**config.mk**
```make
export PLATFORM = sky130hd
export DESIGN_NAME = seg7_hex_display
export DESIGN_NICKNAME = d
export VERILOG_FILES = /design/src/rtl/seg7_hex_display.sv
export SDC_FILE = /design/constraint.sdc
export NUM_CORES = 1
export LEC_CHECK = 0
export ABC_AREA = 1
export CAP_MARGIN = 20
export CORE_MARGIN = 5
export CORE_UTILIZATION = 35
export CTS_CLUSTER_SIZE = 12
export DETAILED_ROUTE_END_ITERATION = 8
export PLACE_DENSITY = 0.58
export SLEW_MARGIN = 20
export SYNTH_ARGS = -nofsm -noshare
export SYNTH_HDL_FRONTEND = slang
export SYNTH_SLANG_ARGS = --single-unit
```
**constraint.sdc**
```tcl
create_clock -name clk -period 2.4 [get_ports clk]
set_clock_uncertainty 0.2 [all_clocks]
set_input_delay 0.48 -clock clk [delete_from_list [all_inputs] [get_ports clk]]
set_output_delay 0.48 -clock clk [all_outputs]
set_load 0.1 [all_outputs]
```
**src/rtl/seg7_hex_display.sv**
```systemverilog
// Registered multi-digit hex-to-7-segment driver with leading-zero
// suppression, per-digit blinking, global enable and a blank-until-loaded guard.
module seg7_hex_display #(
  parameter int unsigned NUM_DIGITS = 6,
  parameter int unsigned BLINK_DIV  = 25000000,
  parameter int unsigned ACTIVE_LOW = 1
) (
  input  logic                      clk,
  input  logic                      rst_n,
  input  logic                      load,
  input  logic [4*NUM_DIGITS-1:0]   value,
  input  logic                      blank_lz,
  input  logic [NUM_DIGITS-1:0]     blink_mask,
  input  logic                      enable,
  output logic [7*NUM_DIGITS-1:0]   seg,
  output logic                      shown
);

  localparam int unsigned VW = 4 * NUM_DIGITS;
  localparam int unsigned SW = 7 * NUM_DIGITS;
  localparam int unsigned CW = $clog2(BLINK_DIV);
  localparam logic [CW-1:0] CNT_LAST = CW'(BLINK_DIV - 1);
  // XOR mask that both inverts glyphs and doubles as the "all off" pattern
  localparam logic [6:0] SEG_OFF = (ACTIVE_LOW != 0) ? 7'h7F : 7'h00;

  logic [VW-1:0] val_q;
  logic          shown_q;
  logic [CW-1:0] cnt_q;
  logic          hidden_q;
  logic [SW-1:0] seg_q;
  logic [SW-1:0] seg_d;
  logic [3:0]    nib;
  logic [6:0]    dig;
  logic          zero_run;

  // Active-high glyph in gfedcba order
  function automatic logic [6:0] glyph(input logic [3:0] n);
    logic [6:0] g;
    case (n)
      4'h0: g = 7'b0111111;
      4'h1: g = 7'b0000110;
      4'h2: g = 7'b1011011;
      4'h3: g = 7'b1001111;
      4'h4: g = 7'b1100110;
      4'h5: g = 7'b1101101;
      4'h6: g = 7'b1111101;
      4'h7: g = 7'b0000111;
      4'h8: g = 7'b1111111;
      4'h9: g = 7'b1101111;
      4'hA: g = 7'b1110111;
      4'hB: g = 7'b1111100;
      4'hC: g = 7'b0111001;
      4'hD: g = 7'b1011110;
      4'hE: g = 7'b1111001;
      default: g = 7'b1110001;
    endcase
    return g;
  endfunction

  // Next display image; zero_run tracks "all nibbles from the top down to here are zero"
  always_comb begin
    seg_d    = {NUM_DIGITS{SEG_OFF}};
    nib      = 4'h0;
    dig      = SEG_OFF;
    zero_run = 1'b1;
    for (int i = NUM_DIGITS - 1; i >= 0; i--) begin
      nib      = val_q[4*i +: 4];
      zero_run = zero_run && (nib == 4'h0);
      if (!shown_q || !enable)
        dig = SEG_OFF;
      else if (blank_lz && zero_run && (i != 0))
        dig = SEG_OFF;
      else if (hidden_q && blink_mask[i])
        dig = SEG_OFF;
      else
        dig = glyph(nib) ^ SEG_OFF;
      seg_d[7*i +: 7] = dig;
    end
  end

  always_ff @(posedge clk or negedge rst_n) begin
    if (!rst_n) begin
      val_q    <= '0;
      shown_q  <= 1'b0;
      cnt_q    <= '0;
      hidden_q <= 1'b0;
      seg_q    <= {NUM_DIGITS{SEG_OFF}};
    end else begin
      seg_q <= seg_d;
      if (load) begin
        // a load always restarts the blink period in the visible phase
        val_q    <= value;
        shown_q  <= 1'b1;
        cnt_q    <= '0;
        hidden_q <= 1'b0;
      end else if (shown_q) begin
        if (cnt_q == CNT_LAST) begin
          cnt_q    <= '0;
          hidden_q <= ~hidden_q;
        end else begin
          cnt_q <= cnt_q + CW'(1);
        end
      end
    end
  end

  assign seg   = seg_q;
  assign shown = shown_q;

endmodule

```
==> flow_summary.json, run 1 <==
{
  "layout_commonest_cell": "nand2_1",
  "synth-edff-count": 0,
  "cp-endpoint": "seg[18]",
  "clk_pin_slew_ns": 0.06,
  "clock-sinks": 93,
  "synthFlopType": "dfrtp_1",
  "drc": 0,
  "fmax_mhz": 522,
  "netlist_instances": 660,
  "relSlewSlack": 0.657,
  "hold_viol": 0,
  "rsz0062_at_grt": "no",
  "dieArea_um2": 18000,
  "io_pins": 78,
  "cp_top_family": "simple AND/OR/NAND/NOR gates",
  "syn_area_per_cell_um2": 8.19,
  "worst-setup-path-type": "reg -> reg",
  "wl_per_cell_um": 14.3,
  "r2r_end": "seg[18]",
  "fin_crit_sh": 0.798,
  "grt_use_total": 0.151,
  "drt_wl_total_um": 13200,
  "mostFrequentLayoutCells": "153 x nand2_1, 71 x nor2_1, 64 x nand3_1, 58 x inv_1, 51 x dfrtp_1",
  "hold_path_depth": 3,
  "cp_max_fo": 5,
  "clk_latency_ns": 0.34,
  "gr-total-overflow": 0,
  "cp.required_ns": 2.46,
  "cts_buffers": 9,
  "antenna_found_initial": 0,
  "ant_nets": 0,
  "grt_max_degree": 44,
  "r2r_slack_ns": 0.49,
  "period_minus_slack_ns": 1.91,
  "cts-resized-gates": 0,
  "ff2ff_path_depth": 8,
  "nets": 808,
  "die_h_um": 134,
  "finalPower_w": 0.00470,
  "fp.dieW_um": 134,
  "netlist-cell-type-count": 41,
  "crit_slowest_cell": "dfrtp_1",
  "port_buffers": 77,
  "clk_path_buf_depth": 2,
  "crit_top_cell": "nand2_1",
  "start_util": 0.356,
  "viasPerCell": 5.03,
  "slew_violations": 0,
  "cts_tree": "built",
  "postCtsHoldBufs": 1,
  "first_global_vias": 4515,
  "r2r-start": "val_q[20]",
  "design_area_um2": 6600,
  "async_reset_ff_frac": 1.00,
  "worstHoldStart": "load",
  "synth-seq-cells": 93,
  "cp_slowest_stage_delay_ns": 0.42,
  "powerDensity_nw_per_um2": 713,
  "h-tree-depth": 3,
  "grt_pass1_wl_um": 22100,
  "start_kind": "flip-flop",
  "syn_to_final_growth_pct": 22.1,
  "peakVddDrop_uv": 349,
  "tightest_slew_ns": 0.515,
  "p_switching_w": 0.00170,
  "syn_nets": 732,
  "outcome": "completed",
  "gp_congestion": 0.941,
  "arrival_ns": 1.97,
  "synth.cell_area_um2": 5410,
  "swShare": 0.361,
  "drt_iter0_markers": 313,
  "tns_ns": 0,
  "diodes": 0,
  "cp-end-kind": "flip-flop",
  "clkPwrFrac": 0.322,
  "coreArea_um2": 15200,
  "cts_setup_buffers": 0,
  "num_vias": 4674,
  "place_area_um2": 6270,
  "cellInternalPower_w": 0.00300,
  "p_seq_frac": 0.396,
  "fp-row-count": 45,
  "dp_hpwl_um": 10100,
  "path_cells": "inv_1 -> ha_1 -> nand4_1 -> nor2_1 -> nand2_1 -> inv_2 -> nand2_1 -> o211ai_1",
  "setup_viol": 0,
  "hp-class": "in -> reg",
  "leakagePower_nw": 2.90,
  "drtPass1Iterations": 5,
  "path_depth": 8,
  "cp-startpoint": "val_q[20]",
  "ys_seq_area_frac": 0.440,
  "yosys_warnings": 0,
  "drv_cap": 0,
  "drive_gt1_frac": 0.202,
  "cp.buffers_inverters": 2,
  "p_comb_frac": 0.282,
  "cts_root_buf": "clkbuf_16"
}
==> power groups by stage <==
stage                     clock [W]  sequential (W)  combinational [W]
after floorplan                   0         0.00252           0.000364
after global placement            0         0.00189            0.00132
after detailed placement          0         0.00189            0.00133
after CTS                   0.00156         0.00186            0.00134
after global routing        0.00162         0.00188            0.00142
final                       0.00151         0.00186            0.00133
==> area by class of cell <==
type,instances,area (um2)
Clock buffer,14,285
Clock inverter,2,36.3
Fill cell,1515,8600
Inverter,69,274
Multi-Input combinational cell,480,2660
Sequential cell,93,2380
Tap cell,188,235
Timing Repair Buffer,83,728
==> metal layers <==
metal | track usage | wire length (um)
met1 | 0.194 | 5980
met2 | 0.239 | 6090
met3 | 0.0296 | 638
met4 | 0.0848 | 539
met5 | 0 | 0
==> Yosys cell counts (2+ instances only) <==
cell | number | area share
nand3_1 | 64 | 0.059
inv_2 | 7 | 0.0049
nand2_2 | 3 | 0.0035
nand2_4 | 2 | 0.0042
buf_2 | 7 | 0.0065
o21ai_1 | 2 | 0.0019
xnor2_1 | 4 | 0.0065
o311ai_0 | 3 | 0.0049
ha_1 | 37 | 0.086
dfstp_2 | 42 | 0.20
clkinv_1 | 2 | 0.0014
or2_2 | 5 | 0.0058
o211ai_1 | 14 | 0.019
nand4_1 | 10 | 0.012
o221ai_1 | 4 | 0.0065
nor3_1 | 5 | 0.0046
nor2_4 | 4 | 0.0083
o21ai_0 | 38 | 0.035
o2111ai_1 | 4 | 0.0065
nor2_1 | 71 | 0.049
inv_1 | 58 | 0.040
dfrtp_1 | 51 | 0.24
a21oi_1 | 12 | 0.011
xor2_1 | 3 | 0.0049
a31oi_1 | 14 | 0.016
nand2_1 | 153 | 0.11
nand3_2 | 5 | 0.0093
clkbuf_1 | 10 | 0.0069
nor2_2 | 14 | 0.016
==> flip-flops by register name, summed over array words and instances (netlist names) <==
| register | flops |
|---|---|
| seg | 42 |
| shown | 1 |
| cnt_q | 25 |
| hidden_q | 1 |
| val_q | 24 |
==> through the flow <==
| stage | utilization | setup slack [ns] | cells | hold slack (ns) |
|---|---|---|---|---|
| global route | 0.434 | 0.307 | 929 | 0.315 |
| CTS | 0.434 | 0.453 | 929 | 0.298 |
| global placement | 0.412 | 0.291 | 912 | 0.287 |
| finish | 0.434 | 0.485 | 929 | 0.300 |
| floorplan | - | 0.297 | 660 | -0.0156 |
| detailed placement | 0.412 | 0.290 | 912 | 0.290 |
==> cell families (layout without fill, tap and decap cells) <==
group | count (synthesis) | count (layout) | share of synthesized area
AND/OR/NAND/NOR | 340 | 340 | 0.286
AO/OA/AOI/OAI | 96 | 96 | 0.109
adder cells (fa/ha/maj) | 37 | 37 | 0.0856
XOR/XNOR | 7 | 7 | 0.0113
buffers and inverters | 87 | 168 | 0.0678
flip-flops | 93 | 93 | 0.440
==> worst reg2reg max path, cell delays in order, from the launching register on <==
cell and delay, ns:
dfrtp_1 0.42, inv_1 0.16, ha_1 0.20, nand4_1 0.13, nor2_1 0.26, nand2_1 0.13, inv_2 0.10, nand2_1 0.11
o211ai_1 0.12
==> worst min path at each step <==
| stage | to | slack, ns |
|---|---|---|
| 2_1_floorplan | cnt_q[0] | -0.02 |
| 3_3_place_gp | val_q[19] | 0.29 |
| 3_5_place_dp | val_q[19] | 0.29 |
| 4_1_cts | val_q[16] | 0.30 |
| 5_1_grt | val_q[16] | 0.32 |
| 6_report | val_q[16] | 0.30 |
Power figures use the tool's default switching activity.
==> run 2, diff against run 1 <==
--- a/config.mk
+++ b/config.mk
@@ -11,7 +11,7 @@
 export CORE_UTILIZATION = 35
 export CTS_CLUSTER_SIZE = 12
 export DETAILED_ROUTE_END_ITERATION = 8
-export PLACE_DENSITY = 0.58
+export PLACE_DENSITY = 0.6
 export SLEW_MARGIN = 20
 export SYNTH_ARGS = -nofsm -noshare
 export SYNTH_HDL_FRONTEND = slang
==> constraint.sdc (replaced) <==
create_clock -name clk -period 1.73 [get_ports clk]
set_clock_uncertainty 0.2 [all_clocks]
set_input_delay 0.346 -clock clk [delete_from_list [all_inputs] [get_ports clk]]
set_output_delay 0.346 -clock clk [all_outputs]
set_load 0.1 [all_outputs]
==> flow_summary.json, run 2 (synthesis results as in run 1) <==
{
  "antenna_found_initial": 0,
  "drt_iter0_markers": 297,
  "drc": 0,
  "coreArea_um2": 15200,
  "drv_cap": 0,
  "drt_wl_total_um": 14000,
  "outcome": "completed",
  "nets": 855,
  "gr-total-overflow": 0,
  "peakVddDrop_uv": 460,
  "num_vias": 4917,
  "gp_congestion": 0.963,
  "leakagePower_nw": 3.36,
  "hold_viol": 0,
  "worst-setup-path-type": "reg -> reg",
  "cp-end-kind": "flip-flop",
  "pre_cts_slack_ns": -0.174,
  "tns_ns": 0,
  "wl_per_cell_um": 14.3,
  "dieArea_um2": 18000,
  "start_kind": "flip-flop",
  "layout_commonest_cell": "nand2_1",
  "clk_path_buf_depth": 2,
  "clk_pin_slew_ns": 0.07,
  "port_buffers": 77,
  "mostFrequentLayoutCells": "151 x nand2_1, 65 x nor2_1, 63 x nand3_1, 51 x inv_1, 50 x buf_4",
  "cts_root_buf": "clkbuf_16",
  "grt_max_degree": 47,
  "cp_max_fo": 3,
  "drive_gt1_frac": 0.280,
  "dp_hpwl_um": 10800,
  "fin_crit_sh": 0.995,
  "die_h_um": 134,
  "drtPass1Iterations": 5,
  "fmax_mhz": 581,
  "period_minus_slack_ns": 1.72,
  "hp-class": "in -> async",
  "first_global_vias": 4865,
  "diodes": 0,
  "setup_viol": 0,
  "h-tree-depth": 3,
  "grt_use_total": 0.161,
  "io_pins": 78,
  "fp.dieW_um": 134,
  "viasPerCell": 5.04,
  "powerDensity_nw_per_um2": 929,
  "arrival_ns": 1.77,
  "ant_nets": 0,
  "clock-sinks": 93,
  "rsz0062_at_grt": "yes",
  "slew_violations": 0,
  "start_util": 0.356,
  "cp_top_family": "simple AND/OR/NAND/NOR gates",
  "cp.required_ns": 1.77,
  "tightest_slew_ns": 0.412,
  "cts_buffers": 9,
  "grt_pass1_wl_um": 23600,
  "relSlewSlack": 0.725,
  "cts_tree": "built",
  "path_cells": "ha_4 -> nand3_4 -> nor2_4 -> buf_4 -> nand3_1 -> nor2_1 -> nand3_1 -> nand2_1 -> nor2_1",
  "cp.buffers_inverters": 1,
  "worst_slack_ns": 0.00930,
  "fp-row-count": 45,
  "largest_reg_flops": 42,
  "clk_latency_ns": 0.36,
  "cp_slowest_stage_delay_ns": 0.40,
  "crit_slowest_cell": "dfrtp_1",
  "syn_to_final_growth_pct": 40.3
}
==> run 2: through the flow <==
stage / std cells / util / hold WS, ns / power [W] / cell area, um2
finish: 976 / 0.499 / 0.169 / 0.00705 / 7590
CTS: 973 / 0.492 / 0.166 / 0.00709 / 7480
detailed placement: 954 / 0.469 / 0.00596 / 0.00495 / 7130
global route: 976 / 0.499 / 0.195 / 0.00734 / 7590
global placement: 954 / 0.469 / 0.00255 / 0.00492 / 7130
floorplan: 660 / - / -0.150 / 0.00401 / 5410
==> run 2: routing by layer <==
metal | GRT usage | part of all wire | up-vias | routed length (um)
li1 | - | - | 2423 | -
met1 | 0.199 | 0.44 | 2340 | 6220
met2 | 0.277 | 0.50 | 133 | 6940
met3 | 0.0300 | 0.036 | 21 | 507
met4 | 0.0662 | 0.024 | 0 | 336
met5 | 0 | 0 | - | 0
==> run 2: final timing paths <==
path                                 from         to  slack [ns]  cells past startpoint
worst max-delay path             cnt_q[1]  cnt_q[22]       0.009                      9
worst min-delay path                rst_n  val_q[15]        0.17                      2
worst max register to register   cnt_q[1]  cnt_q[22]       0.009                      9
worst min register to register  cnt_q[21]  cnt_q[21]        0.36                      2
max in group asynchronous           rst_n    seg[11]        0.60                      3
min in group clk                value[13]  val_q[13]        0.35                      3
==> run 2: where the power goes <==
| part | internal (W) | switching (W) |
|---|---|---|
| Clock | 0.00125 | 0.000872 |
| Sequential | 0.00245 | 0.000183 |
| Combinational | 0.000841 | 0.00146 |
| Total | 0.00453 | 0.00251 |
==> run 2: worst reg2reg max path: cells and delay by family (launching register included) <==
family | cells | cell delay [ns]
buf+inv | 1 | 0.13
simple gates | 7 | 0.71
flops | 1 | 0.40
fa+ha+maj | 1 | 0.17
==> run 2: timing repair <==
action,CTS,global route
endpoints found under the hold margin,54,0
resized for setup,1,30
pin swaps,0,11
setup buffers,2,3
endpoints found under the setup margin,9,43
hold buffers,1,0
==> run 2: area by class of cell <==
class                           count  area [um2]
Inverter                           69         277
Timing Repair Buffer              130        1630
Clock buffer                       12         267
Sequential cell                    93        2390
Fill cell                        1395        7620
Clock inverter                      4        52.6
Multi-Input combinational cell    480        2740
Tap cell                          188         235
==> run 3, diff against run 2 <==
--- a/config.mk
+++ b/config.mk
@@ -5,13 +5,13 @@
 export SDC_FILE = /design/constraint.sdc
 export NUM_CORES = 1
 export LEC_CHECK = 0
-export ABC_AREA = 1
 export CAP_MARGIN = 20
+export CORE_ASPECT_RATIO = 0.9
 export CORE_MARGIN = 5
 export CORE_UTILIZATION = 35
 export CTS_CLUSTER_SIZE = 12
 export DETAILED_ROUTE_END_ITERATION = 8
-export PLACE_DENSITY = 0.6
+export PLACE_DENSITY = 0.61
 export SLEW_MARGIN = 20
 export SYNTH_ARGS = -nofsm -noshare
 export SYNTH_HDL_FRONTEND = slang
==> flow_summary.json, run 3 <==
{
  "outcome": "finished with violations",
  "violations": "setup timing",
  "hold_path_depth": 4,
  "fin_cells": 882,
  "clk_path_buf_depth": 2,
  "clk_latency_ns": 0.35,
  "ant_nets": 0,
  "nets": 756,
  "coreArea_um2": 14100,
  "fp-row-count": 41,
  "synth-seq-cells": 93,
  "whs_ns": 0.214,
  "syn_to_final_growth_pct": 55.8,
  "largest_reg_flops": 42,
  "io_pins": 78,
  "rsz0062_at_grt": "yes",
  "relSlewSlack": 0.645,
  "gp_congestion": 0.870,
  "powerDensity_nw_per_um2": 901,
  "synth-edff-count": 0,
  "ff2ff_path_depth": 5,
  "drc": 0,
  "async_reset_ff_frac": 1.00,
  "cp.required_ns": 1.81,
  "gr-total-overflow": 0,
  "yosys_warnings": 0,
  "mostFrequentLayoutCells": "100 x buf_4, 65 x nand2_1, 50 x dfrtp_1, 48 x buf_12, 42 x dfstp_2",
  "start_kind": "flip-flop",
  "path_cells": "nor3_2 -> nand3_2 -> or4_4 -> or3_1 -> a21oi_2",
  "h-tree-depth": 3,
  "synth.top_cell.area_share": 0.251,
  "layout_commonest_cell": "buf_4",
  "clock-sinks": 93,
  "syn_nets": 580,
  "yosysTopAreaCell": "dfrtp_1",
  "drive_gt1_frac": 0.389,
  "worst_slack_ns": -0.331,
  "grt_pass1_wl_um": 21700,
  "synthFlopType": "dfrtp_1",
  "diodes": 0,
  "netlist-cell-type-count": 48,
  "tightest_slew_ns": 0.532,
  "dp.cells": 850,
  "drt_iter0_markers": 234,
  "clk_pin_slew_ns": 0.07,
  "seqCellArea_um2": 2380,
  "dieArea_um2": 17000,
  "antenna_found_initial": 0,
  "slew_violations": 0,
  "cts_buffers": 9,
  "grt_max_degree": 60,
  "setup_viol": 49,
  "dp_hpwl_um": 9840,
  "num_vias": 4384,
  "cts_root_buf": "clkbuf_16",
  "port_buffers": 77,
  "hp-class": "in -> reg",
  "holdPathEnd": "cnt_q[22]",
  "r2r_end": "hidden_q",
  "first_global_vias": 4494,
  "netlist_instances": 508,
  "fp.dieW_um": 137,
  "cp_slowest_stage_delay_ns": 0.55,
  "viasPerCell": 4.97,
  "period_minus_slack_ns": 2.06,
  "cp_max_fo": 4,
  "peakVddDrop_uv": 483,
  "arrival_ns": 2.14,
  "die_h_um": 124,
  "hold_viol": 0,
  "start_util": 0.360,
  "synth.cell_area_um2": 5070,
  "wl_per_cell_um": 14.8,
  "grt_use_total": 0.157,
  "r2r_slack_ns": -0.33,
  "synthTopCellsByCount": "66 x nand2_1, 51 x dfrtp_1, 42 x dfstp_2, 37 x ha_1, 31 x nor2_1",
  "leakagePower_nw": 3.44,
  "fmax_mhz": 485,
  "r2r-start": "cnt_q[9]",
  "cts_tree": "built",
  "multi_input_area_um2": 2720,
  "crit_slowest_cell": "or4_4",
  "fin_crit_sh": 1.19,
  "drt_wl_total_um": 13100,
  "ys_seq_area_frac": 0.469,
  "syn_area_per_cell_um2": 9.99,
  "cp-end-kind": "flip-flop",
  "drtPass1Iterations": 4,
  "tns_ns": -8.69,
  "synth_most_common_cell": "nand2_1",
  "worstHoldStart": "load",
  "fillers": 1189,
  "yosys-top-cells-area": "dfrtp_1 25%, dfstp_2 22%, ha_1 9.1%, nand2_1 4.9%, o211ai_1 4.0%",
  "worst-setup-path-type": "reg -> reg",
  "drv_cap": 0
}
-- run 3: cell types whose count changed in the layout (fill, tap and decap cells not counted), moves of 12 or more --
cell | before | now
nand2_1 | 151 | 65
buf_4 | 50 | 100
nand3_1 | 63 | 19
nor2_1 | 65 | 31
inv_1 | 51 | 21
nor2_2 | 19 | 0
o211ai_1 | 14 | 27
o21ai_0 | 37 | 24
mux2_2 | 0 | 12
-- run 3: area by class of cell --
class	instances	share of cell area
Inverter	25	0.0123
Tap cell	193	0.0305
Multi-Input combinational cell	365	0.344
Sequential cell	93	0.301
Clock inverter	6	0.0116
Clock buffer	10	0.0302
Timing Repair Buffer	190	0.270
-- run 3: worst max path at each step --
| stage | start | endpoint | slack [ns] |
|---|---|---|---|
| 6_report | cnt_q[9] | hidden_q | -0.33 |
| 2_1_floorplan | cnt_q[6] | hidden_q | -0.36 |
| 5_1_grt | cnt_q[9] | hidden_q | -0.39 |
| 4_1_cts | cnt_q[8] | hidden_q | -0.32 |
| 3_5_place_dp | blank_lz | seg[20] | -0.56 |
| 3_3_place_gp | blank_lz | seg[18] | -0.52 |
-- run 3: layer usage --
metal  global-route usage  part of all wire  routed length [um]
met5                    0                 0                   0
met2                0.268              0.50                6570
met4               0.0423             0.017                 216
met3               0.0420             0.040                 522
met1                0.194              0.44                5760
-- run 3: logic make-up (layout without fill, tap and decap cells) --
kind of cell,count (synthesis),count (layout),synth area share
AO/OA/AOI/OAI,99,99,0.134
multiplexers,19,19,0.0454
flip-flops,93,93,0.469
XOR/XNOR,16,16,0.0276
buffers and inverters,50,231,0.0380
adder cells (fa/ha/maj),37,37,0.0912
AND/OR/NAND/NOR,194,194,0.195
-- run 3: critical path: cells and delay by family (launching register included) --
family,cells,cell delay (ns)
simple gates,4,1.27
compound gates,1,0.12
flops,1,0.41
-- run 3: report_power, final --
part	internal, W	total (W)	switching [W]
combinational	0.000931	0.00236	0.00143
clock	0.00132	0.00217	0.000855
sequential	0.00244	0.00259	0.000154
-- run 3: stage by stage --
stage / area (um2) / total power [W] / setup slack (ns) / utilization
final: 7910 / 0.00713 / -0.331 / 0.560
after global placement: 7290 / 0.00493 / -0.517 / 0.517
after detailed placement: 7290 / 0.00497 / -0.557 / 0.517
after global routing: 7910 / 0.00745 / -0.387 / 0.560
after floorplan: 5170 / 0.00399 / -0.358 / -
after CTS: 7760 / 0.00719 / -0.325 / 0.550
-- run 3: repair_timing --
item / 4_1_cts / 5_1_grt
setup buffers: 5 / 10
resized for setup: 20 / 15
cloned: 0 / 0
endpoints found under the setup margin: 48 / 55
hold endpoints to repair: 56 / 0
pin swaps: 15 / 19
hold buffers: 1 / 0
